==> src/rtl/fc_cart_pkg.sv <==
// Shared cartridge-side types and default timing for the PRG/CHR SRAM loaders.
package fc_cart_pkg;

  typedef enum logic [1:0] {IDLE, SETUP, STROBE, HOLD} arb_state_t;

  localparam int unsigned PRG_ADDR_W        = 22;
  localparam int unsigned DEF_STROBE_CYCLES = 3;
  localparam int unsigned DEF_GUARD_CYCLES  = 2;
  localparam int unsigned DEF_LAST_START    = 8;
  localparam int unsigned DEF_CNT_W         = 8;

endpackage

==> src/rtl/m2_phase_tracker.sv <==
// Synchronises CPU M2 into the osc50 domain and flags the M2-low window in which
// a loader access may safely start.
module m2_phase_tracker
  import fc_cart_pkg::*;
#(
  parameter int unsigned CNT_W        = DEF_CNT_W,
  parameter int unsigned GUARD_CYCLES = DEF_GUARD_CYCLES,
  parameter int unsigned LAST_START   = DEF_LAST_START
) (
  input  logic clk,
  input  logic rst,
  input  logic m2,
  input  logic host_mode,
  output logic m2_s,
  output logic window_ok
);

  localparam logic [CNT_W-1:0] GuardCnt = CNT_W'(GUARD_CYCLES);
  localparam logic [CNT_W-1:0] LastCnt  = CNT_W'(LAST_START);

  logic             m2_meta_q, m2_s_q;
  logic [CNT_W-1:0] low_cnt_q, low_cnt_d;

  always_comb begin
    low_cnt_d = low_cnt_q;
    if (m2_s_q) begin
      low_cnt_d = '0;
    end else if (low_cnt_q != {CNT_W{1'b1}}) begin
      low_cnt_d = low_cnt_q + CNT_W'(1);
    end
  end

  always_ff @(posedge clk) begin
    if (rst) begin
      m2_meta_q <= 1'b1;
      m2_s_q    <= 1'b1;
      low_cnt_q <= '0;
    end else begin
      m2_meta_q <= m2;
      m2_s_q    <= m2_meta_q;
      low_cnt_q <= low_cnt_d;
    end
  end

  assign m2_s      = m2_s_q;
  assign window_ok = host_mode | (~m2_s_q & (low_cnt_q >= GuardCnt) & (low_cnt_q <= LastCnt));

endmodule

==> src/rtl/prg_load_arbiter.sv <==
// Arbitrates the cartridge PRG SRAM between the CPU bus and a host ROM loader,
// slotting loader cycles into the M2-low window (or anywhere in host mode).
module prg_load_arbiter
  import fc_cart_pkg::*;
#(
  parameter int unsigned ADDR_W        = PRG_ADDR_W,
  parameter int unsigned STROBE_CYCLES = DEF_STROBE_CYCLES,
  parameter int unsigned GUARD_CYCLES  = DEF_GUARD_CYCLES,
  parameter int unsigned LAST_START    = DEF_LAST_START,
  parameter int unsigned CNT_W         = DEF_CNT_W
) (
  input  logic              osc50,
  input  logic              m2_rst,
  input  logic              m2,
  input  logic              host_mode,
  input  logic              load_req,
  input  logic              load_we,
  input  logic [ADDR_W-1:0] load_addr,
  input  logic [7:0]        load_wdata,
  output logic              load_ack,
  output logic              load_err,
  output logic [7:0]        load_rdata,
  output logic              cpu_grant,
  output logic [ADDR_W-1:0] sram_addr,
  output logic [7:0]        sram_dout,
  output logic              sram_dout_en,
  input  logic [7:0]        sram_din,
  output logic              sram_ce_n,
  output logic              sram_oe_n,
  output logic              sram_we_n
);

  localparam int unsigned SC_W = (STROBE_CYCLES > 1) ? $clog2(STROBE_CYCLES) : 1;
  localparam logic [SC_W-1:0] StrobeLoad = SC_W'(STROBE_CYCLES - 1);

  logic m2_s, window_ok;

  m2_phase_tracker #(
    .CNT_W       (CNT_W),
    .GUARD_CYCLES(GUARD_CYCLES),
    .LAST_START  (LAST_START)
  ) u_m2_phase_tracker (
    .clk      (osc50),
    .rst      (m2_rst),
    .m2       (m2),
    .host_mode(host_mode),
    .m2_s     (m2_s),
    .window_ok(window_ok)
  );

  arb_state_t        state_q, state_d;
  logic [SC_W-1:0]   scnt_q, scnt_d;
  logic              we_lat_q, we_lat_d;
  logic              host_lat_q, host_lat_d;
  logic [ADDR_W-1:0] addr_q, addr_d;
  logic [7:0]        dout_q, dout_d;
  logic [7:0]        rdata_q, rdata_d;
  logic              dout_en_q, dout_en_d;
  logic              ce_n_q, ce_n_d, oe_n_q, oe_n_d, we_n_q, we_n_d;
  logic              ack_q, ack_d, err_q, err_d, grant_q, grant_d;

  always_comb begin
    state_d    = state_q;
    scnt_d     = scnt_q;
    we_lat_d   = we_lat_q;
    host_lat_d = host_lat_q;
    addr_d     = addr_q;
    dout_d     = dout_q;
    rdata_d    = rdata_q;
    dout_en_d  = dout_en_q;
    ce_n_d     = ce_n_q;
    oe_n_d     = oe_n_q;
    we_n_d     = we_n_q;
    ack_d      = 1'b0;
    err_d      = 1'b0;
    grant_d    = grant_q;

    if (state_q == IDLE) begin
      if (load_req && window_ok) begin
        addr_d     = load_addr;
        dout_d     = load_wdata;
        we_lat_d   = load_we;
        host_lat_d = host_mode;
        grant_d    = 1'b0;
        ce_n_d     = 1'b0;
        dout_en_d  = load_we;
        state_d    = SETUP;
      end else begin
        grant_d = ~host_mode;
      end
    // Mode is latched at accept so a mid-access host_mode change never aborts.
    end else if (!host_lat_q && m2_s) begin
      ce_n_d    = 1'b1;
      oe_n_d    = 1'b1;
      we_n_d    = 1'b1;
      dout_en_d = 1'b0;
      err_d     = 1'b1;
      grant_d   = 1'b1;
      state_d   = IDLE;
    end else begin
      unique case (state_q)
        SETUP: begin
          if (we_lat_q) we_n_d = 1'b0;
          else          oe_n_d = 1'b0;
          scnt_d  = StrobeLoad;
          state_d = STROBE;
        end
        STROBE: begin
          if (scnt_q == '0) begin
            we_n_d = 1'b1;
            oe_n_d = 1'b1;
            if (!we_lat_q) rdata_d = sram_din;
            state_d = HOLD;
          end else begin
            scnt_d = scnt_q - SC_W'(1);
          end
        end
        HOLD: begin
          ack_d     = 1'b1;
          ce_n_d    = 1'b1;
          dout_en_d = 1'b0;
          grant_d   = ~host_mode;
          state_d   = IDLE;
        end
        default: state_d = IDLE;
      endcase
    end
  end

  always_ff @(posedge osc50) begin
    if (m2_rst) begin
      state_q    <= IDLE;
      scnt_q     <= '0;
      we_lat_q   <= 1'b0;
      host_lat_q <= 1'b0;
      addr_q     <= '0;
      dout_q     <= '0;
      rdata_q    <= '0;
      dout_en_q  <= 1'b0;
      ce_n_q     <= 1'b1;
      oe_n_q     <= 1'b1;
      we_n_q     <= 1'b1;
      ack_q      <= 1'b0;
      err_q      <= 1'b0;
      grant_q    <= 1'b1;
    end else begin
      state_q    <= state_d;
      scnt_q     <= scnt_d;
      we_lat_q   <= we_lat_d;
      host_lat_q <= host_lat_d;
      addr_q     <= addr_d;
      dout_q     <= dout_d;
      rdata_q    <= rdata_d;
      dout_en_q  <= dout_en_d;
      ce_n_q     <= ce_n_d;
      oe_n_q     <= oe_n_d;
      we_n_q     <= we_n_d;
      ack_q      <= ack_d;
      err_q      <= err_d;
      grant_q    <= grant_d;
    end
  end

  assign load_ack     = ack_q;
  assign load_err     = err_q;
  assign load_rdata   = rdata_q;
  assign cpu_grant    = grant_q;
  assign sram_addr    = addr_q;
  assign sram_dout    = dout_q;
  assign sram_dout_en = dout_en_q;
  assign sram_ce_n    = ce_n_q;
  assign sram_oe_n    = oe_n_q;
  assign sram_we_n    = we_n_q;

endmodule

==> config.mk <==
export PLATFORM = sky130hd
export DESIGN_NAME = prg_load_arbiter
export DESIGN_NICKNAME = d
export VERILOG_FILES = /design/src/rtl/fc_cart_pkg.sv /design/src/rtl/m2_phase_tracker.sv /design/src/rtl/prg_load_arbiter.sv
export SDC_FILE = /design/constraint.sdc
export NUM_CORES = 1
export LEC_CHECK = 0
export ABC_CLOCK_PERIOD_IN_PS = 1660
export CAP_MARGIN = 20
export CORE_MARGIN = 1.5
export CORE_UTILIZATION = 42
export CTS_CLUSTER_SIZE = 25
export DETAILED_ROUTE_END_ITERATION = 8
export PLACE_DENSITY = 0.75
export SYNTH_ARGS = -nofsm -noshare
export SYNTH_HDL_FRONTEND = slang
export SYNTH_SLANG_ARGS = --single-unit
==> constraint.sdc <==
create_clock -name osc50 -period 1.66 [get_ports osc50]
set_input_delay 0.498 -clock osc50 [delete_from_list [all_inputs] [get_ports osc50]]
set_output_delay 0.498 -clock osc50 [all_outputs]
set_load 0.1 [all_outputs]
==> run_results.csv <==
group,metric,value,unit
sta,fin_worst_skew,0.00922,ns
critical_path,timing.critical_path.slowest_stage_cell,"sky130_fd_sc_hd__or4_4",
critical_path,worst_ep_required_time,1.92,ns
cts,cts_hold_buf,0,
routing,drt-wirelength-per-cell,16.8,um
placement,place.gp.congestion,0.782,
synth,synthAdderAreaFrac,2.97,%
cts,insertion_delay,0.34,ns
sta,layout_min_cycle_time,1.80,ns
floorplan,fp.dieW,86.8,um
cts,cts.root.buffer_cell,"sky130_fd_sc_hd__clkbuf_8",
synth,synth-seq-area-share,41.4,%
sta,min_period_over_period,108,%
sta,grt_setup_unrepaired,"yes",
critical_path,worstPathMaxFanout,8,
routing,drc,0,
cells_and_area,antenna-diode-count,0,
critical_path,arrival,2.06,ns
outcome,violated_checks,"negative setup slack",
routing,vias,2855,
routing,antenna_left,0,
synth,synth_top_family_by_area,"compound AO/OA/AOI/OAI gates",
synth,compound_gate_fraction_of_synth_area,27.2,%
cells_and_area,area_delta_synth_final,69.6,%
synth,synth.ff_latch_count,61,
synth,netlist.top_cell.by_area,"sky130_fd_sc_hd__dfxtp_1",
routing,detail_route.first_pass.iterations,4,
sta,maxClockFrequency,0.556,GHz
power,p_leak,1.76,nW
global_routing,antenna_found_initial,0,
synth,synth_top_cells_by_area,"sky130_fd_sc_hd__dfxtp_1, sky130_fd_sc_hd__o31ai_2, sky130_fd_sc_hd__nand4_1",
cts,htree_levels,3,
cts,cts_made_buffers,9,
floorplan,die_span_in_y,86.8,um
placement,placement.setup.worst_slack,-0.256,ns
floorplan,rows,30,
sta,max_slew_margin,76.5,%
routing,routed_via_density,5.55,
critical_path,setup.worst_path.end_class,"flip-flop",
floorplan,die-area,7540,um^2
synth,synth-async-reset-ratio,0,%
floorplan,floorplan.initialDensity,43.4,%
cells_and_area,layout_common_cells,"sky130_fd_sc_hd__dfxtp_1, sky130_fd_sc_hd__buf_12, sky130_fd_sc_hd__clkdlybuf4s50_1",
global_routing,first_global_vias,2826,
floorplan,core_area,6790,um^2
cells_and_area,most_frequent_standard_cell_in_the_layout_excluding_fill_and_tap_cells,"sky130_fd_sc_hd__dfxtp_1",
cts,ctsLongestPathBuffers,2,
power,max-vdd-ir-drop,536,uV
synth,multiplexer_area_fraction_after_synthesis,3.09,%
cells_and_area,multi_input_area,1670,um^2
cts,clk_transition_reported_paths,0.06,ns
synth,synth_enable_flop_cells,0,
sta,final_hold_violating_endpoints,0,
global_routing,grt_start_max_net_pins,32,
synth,synth_fp_nets,356,
global_routing,grt.overflow.total,0,
sta,finalSetupViolCount,37,
synth,yosys.area_share.xor_xnor,0.593,%
critical_path,crit_path_cell_trace,"inv_2, ha_4, or4_4, a21oi_4, buf_6, buf_12, o31ai_4, a21oi_1",
global_routing,grt_usage,23.0,%
synth,synth_cells,305,
cells_and_area,final_net_count,466,
synth,synth.lib_cells_used.distinct,43,
synth,synthesis.area,2950,um^2
worst_hold_path,type_of_the_most_critical_hold_path,"reg2reg",
cells_and_area,fin_util,73.7,%
critical_path,setup.worst_path.start_class,"flip-flop",
sta,worst_slew_pin_slew,0.352,ns
cells_and_area,layout-drive-gt1-share,38.0,%
placement,io_buffers,88,
power,power.total,0.00401,W
cts,clock_sink_count,61,
synth,synth_simple_gate_area_share,17.9,%
cts,tritoncts,"yes",
outcome,run_status,"complete, but fails checks",
critical_path,type_of_the_worst_setup_path,"reg2reg",
sta,post-route-worst-setup-slack,-0.138,ns
routing,wl,8620,um
synth,synthFlopType,"sky130_fd_sc_hd__dfxtp_1",
cells_and_area,ff_latch_area,1230,um^2
cells_and_area,n_fill_cell,429,
power,power.density,802,nW/um^2
flow_run,maxCapViolCount,0,
synth,synth-warning-count,0,
synth,share_of_the_synthesized_area_in_the_top_cell_type,41.4,%
critical_path,critPathMaxStageDelay,0.44,ns
routing,detail_route.iter0.violations,167,
placement,post-dp-hpwl,5660,um
global_routing,grt_pass1_wl,13500,um
sta,timing.final.max_slew_violations,0,
synth,syn-mean-instance-area,9.68,um^2
floorplan,top_level_ports,89,
-- worst max-delay path, delay by kind of cell, from the launching register on --
family                     cells  cell delay (ns)
DFF                            1             0.33
AOI/OAI and AO/OA              3             0.46
adders and majority gates      1             0.15
and+or+nand+nor                1             0.44
buffers and inverters          3             0.35
-- stage by stage --
| step | cell area [um^2] | hold slack (ns) | std cells | setup TNS [ns] |
|---|---|---|---|---|
| global placement | 4600 | 0.391 | 491 | -6.57 |
| floorplan | 2980 | 0.389 | 305 | -1.37 |
| CTS | 4940 | 0.412 | 514 | -2.66 |
| global route | 5010 | 0.456 | 514 | -5.30 |
| detailed placement | 4600 | 0.398 | 491 | -8.29 |
| finish | 5010 | 0.411 | 514 | -2.60 |
-- Yosys cell counts (2+ instances only) --
library cell and n:
sky130_fd_sc_hd__dfxtp_1 61, sky130_fd_sc_hd__a21oi_1 37, sky130_fd_sc_hd__nand4_1 33, sky130_fd_sc_hd__o31ai_2 30
sky130_fd_sc_hd__nor2_1 21, sky130_fd_sc_hd__clkbuf_1 15, sky130_fd_sc_hd__buf_6 8, sky130_fd_sc_hd__inv_1 8
sky130_fd_sc_hd__mux2i_1 8, sky130_fd_sc_hd__ha_1 7, sky130_fd_sc_hd__nand2_1 7, sky130_fd_sc_hd__a21o_1 5
sky130_fd_sc_hd__nor2b_1 5, sky130_fd_sc_hd__nor3_1 5, sky130_fd_sc_hd__o21ai_0 5, sky130_fd_sc_hd__a31oi_1 4
sky130_fd_sc_hd__nand3_1 4, sky130_fd_sc_hd__or2_2 4, sky130_fd_sc_hd__a211oi_1 3, sky130_fd_sc_hd__buf_1 3
sky130_fd_sc_hd__buf_2 3, sky130_fd_sc_hd__o31ai_1 3, sky130_fd_sc_hd__and3_1 2, sky130_fd_sc_hd__nand2b_1 2
sky130_fd_sc_hd__nand4b_1 2, sky130_fd_sc_hd__o21bai_1 2, sky130_fd_sc_hd__or4_4 2
-- state kept, by name, summed over array words and instances, names as in the netlist, 2 cells and up --
name                          count
state_q                           2
load_rdata                        8
sram_dout                         8
sram_addr                        22
scnt_q                            2
u_m2_phase_tracker.low_cnt_q      8
-- where the power goes --
group          internal, W  total, W  switching (W)
Combinational     0.000512   0.00126       0.000751
Sequential         0.00153   0.00160      0.0000749
Clock             0.000602   0.00115       0.000549
Total              0.00264   0.00401        0.00137
-- path summary, 6_finish.rpt --
path	slack, ns	cells after the start	from	end
min	0.41	1	u_m2_phase_tracker.m2_meta_q	u_m2_phase_tracker.m2_s
min reg2reg	0.41	1	u_m2_phase_tracker.m2_meta_q	u_m2_phase_tracker.m2_s
max	-0.14	8	u_m2_phase_tracker.low_cnt_q[0]	sram_addr[9]
max reg2reg	-0.14	8	u_m2_phase_tracker.low_cnt_q[0]	sram_addr[9]
-- cell families after synthesis --
group	Yosys count
compound gates	98
flops	61
buf+inv	37
xor+xnor	2
simple gates	91
mux	9
fa+ha+maj	7
-- metal layers --
layer  part of all wire [%]  routed length, um  global-route usage (%)
met1                     42               3580                    27.6
met2                     52               4460                    39.5
met3                    4.8                418                    4.19
met4                    1.8                156                    10.6
met5                      0                  0                       0
-- area by class of cell --
type,instances,share of cell area (%)
Tap cell,96,2.40
Clock buffer,12,3.10
Multi-Input combinational cell,207,33.4
Inverter,8,0.600
Timing Repair Buffer,128,35.8
Clock inverter,2,0.200
Sequential cell,61,24.5
-- what timing repair did --
item | CTS | global route
setup buffers | 7 | 3
cloned | 2 | 0
pin swaps | 9 | 14
resized for setup | 16 | 20
endpoints found under the setup margin | 40 | 49
No activity file was read; power rests on OpenSTA's default activity.
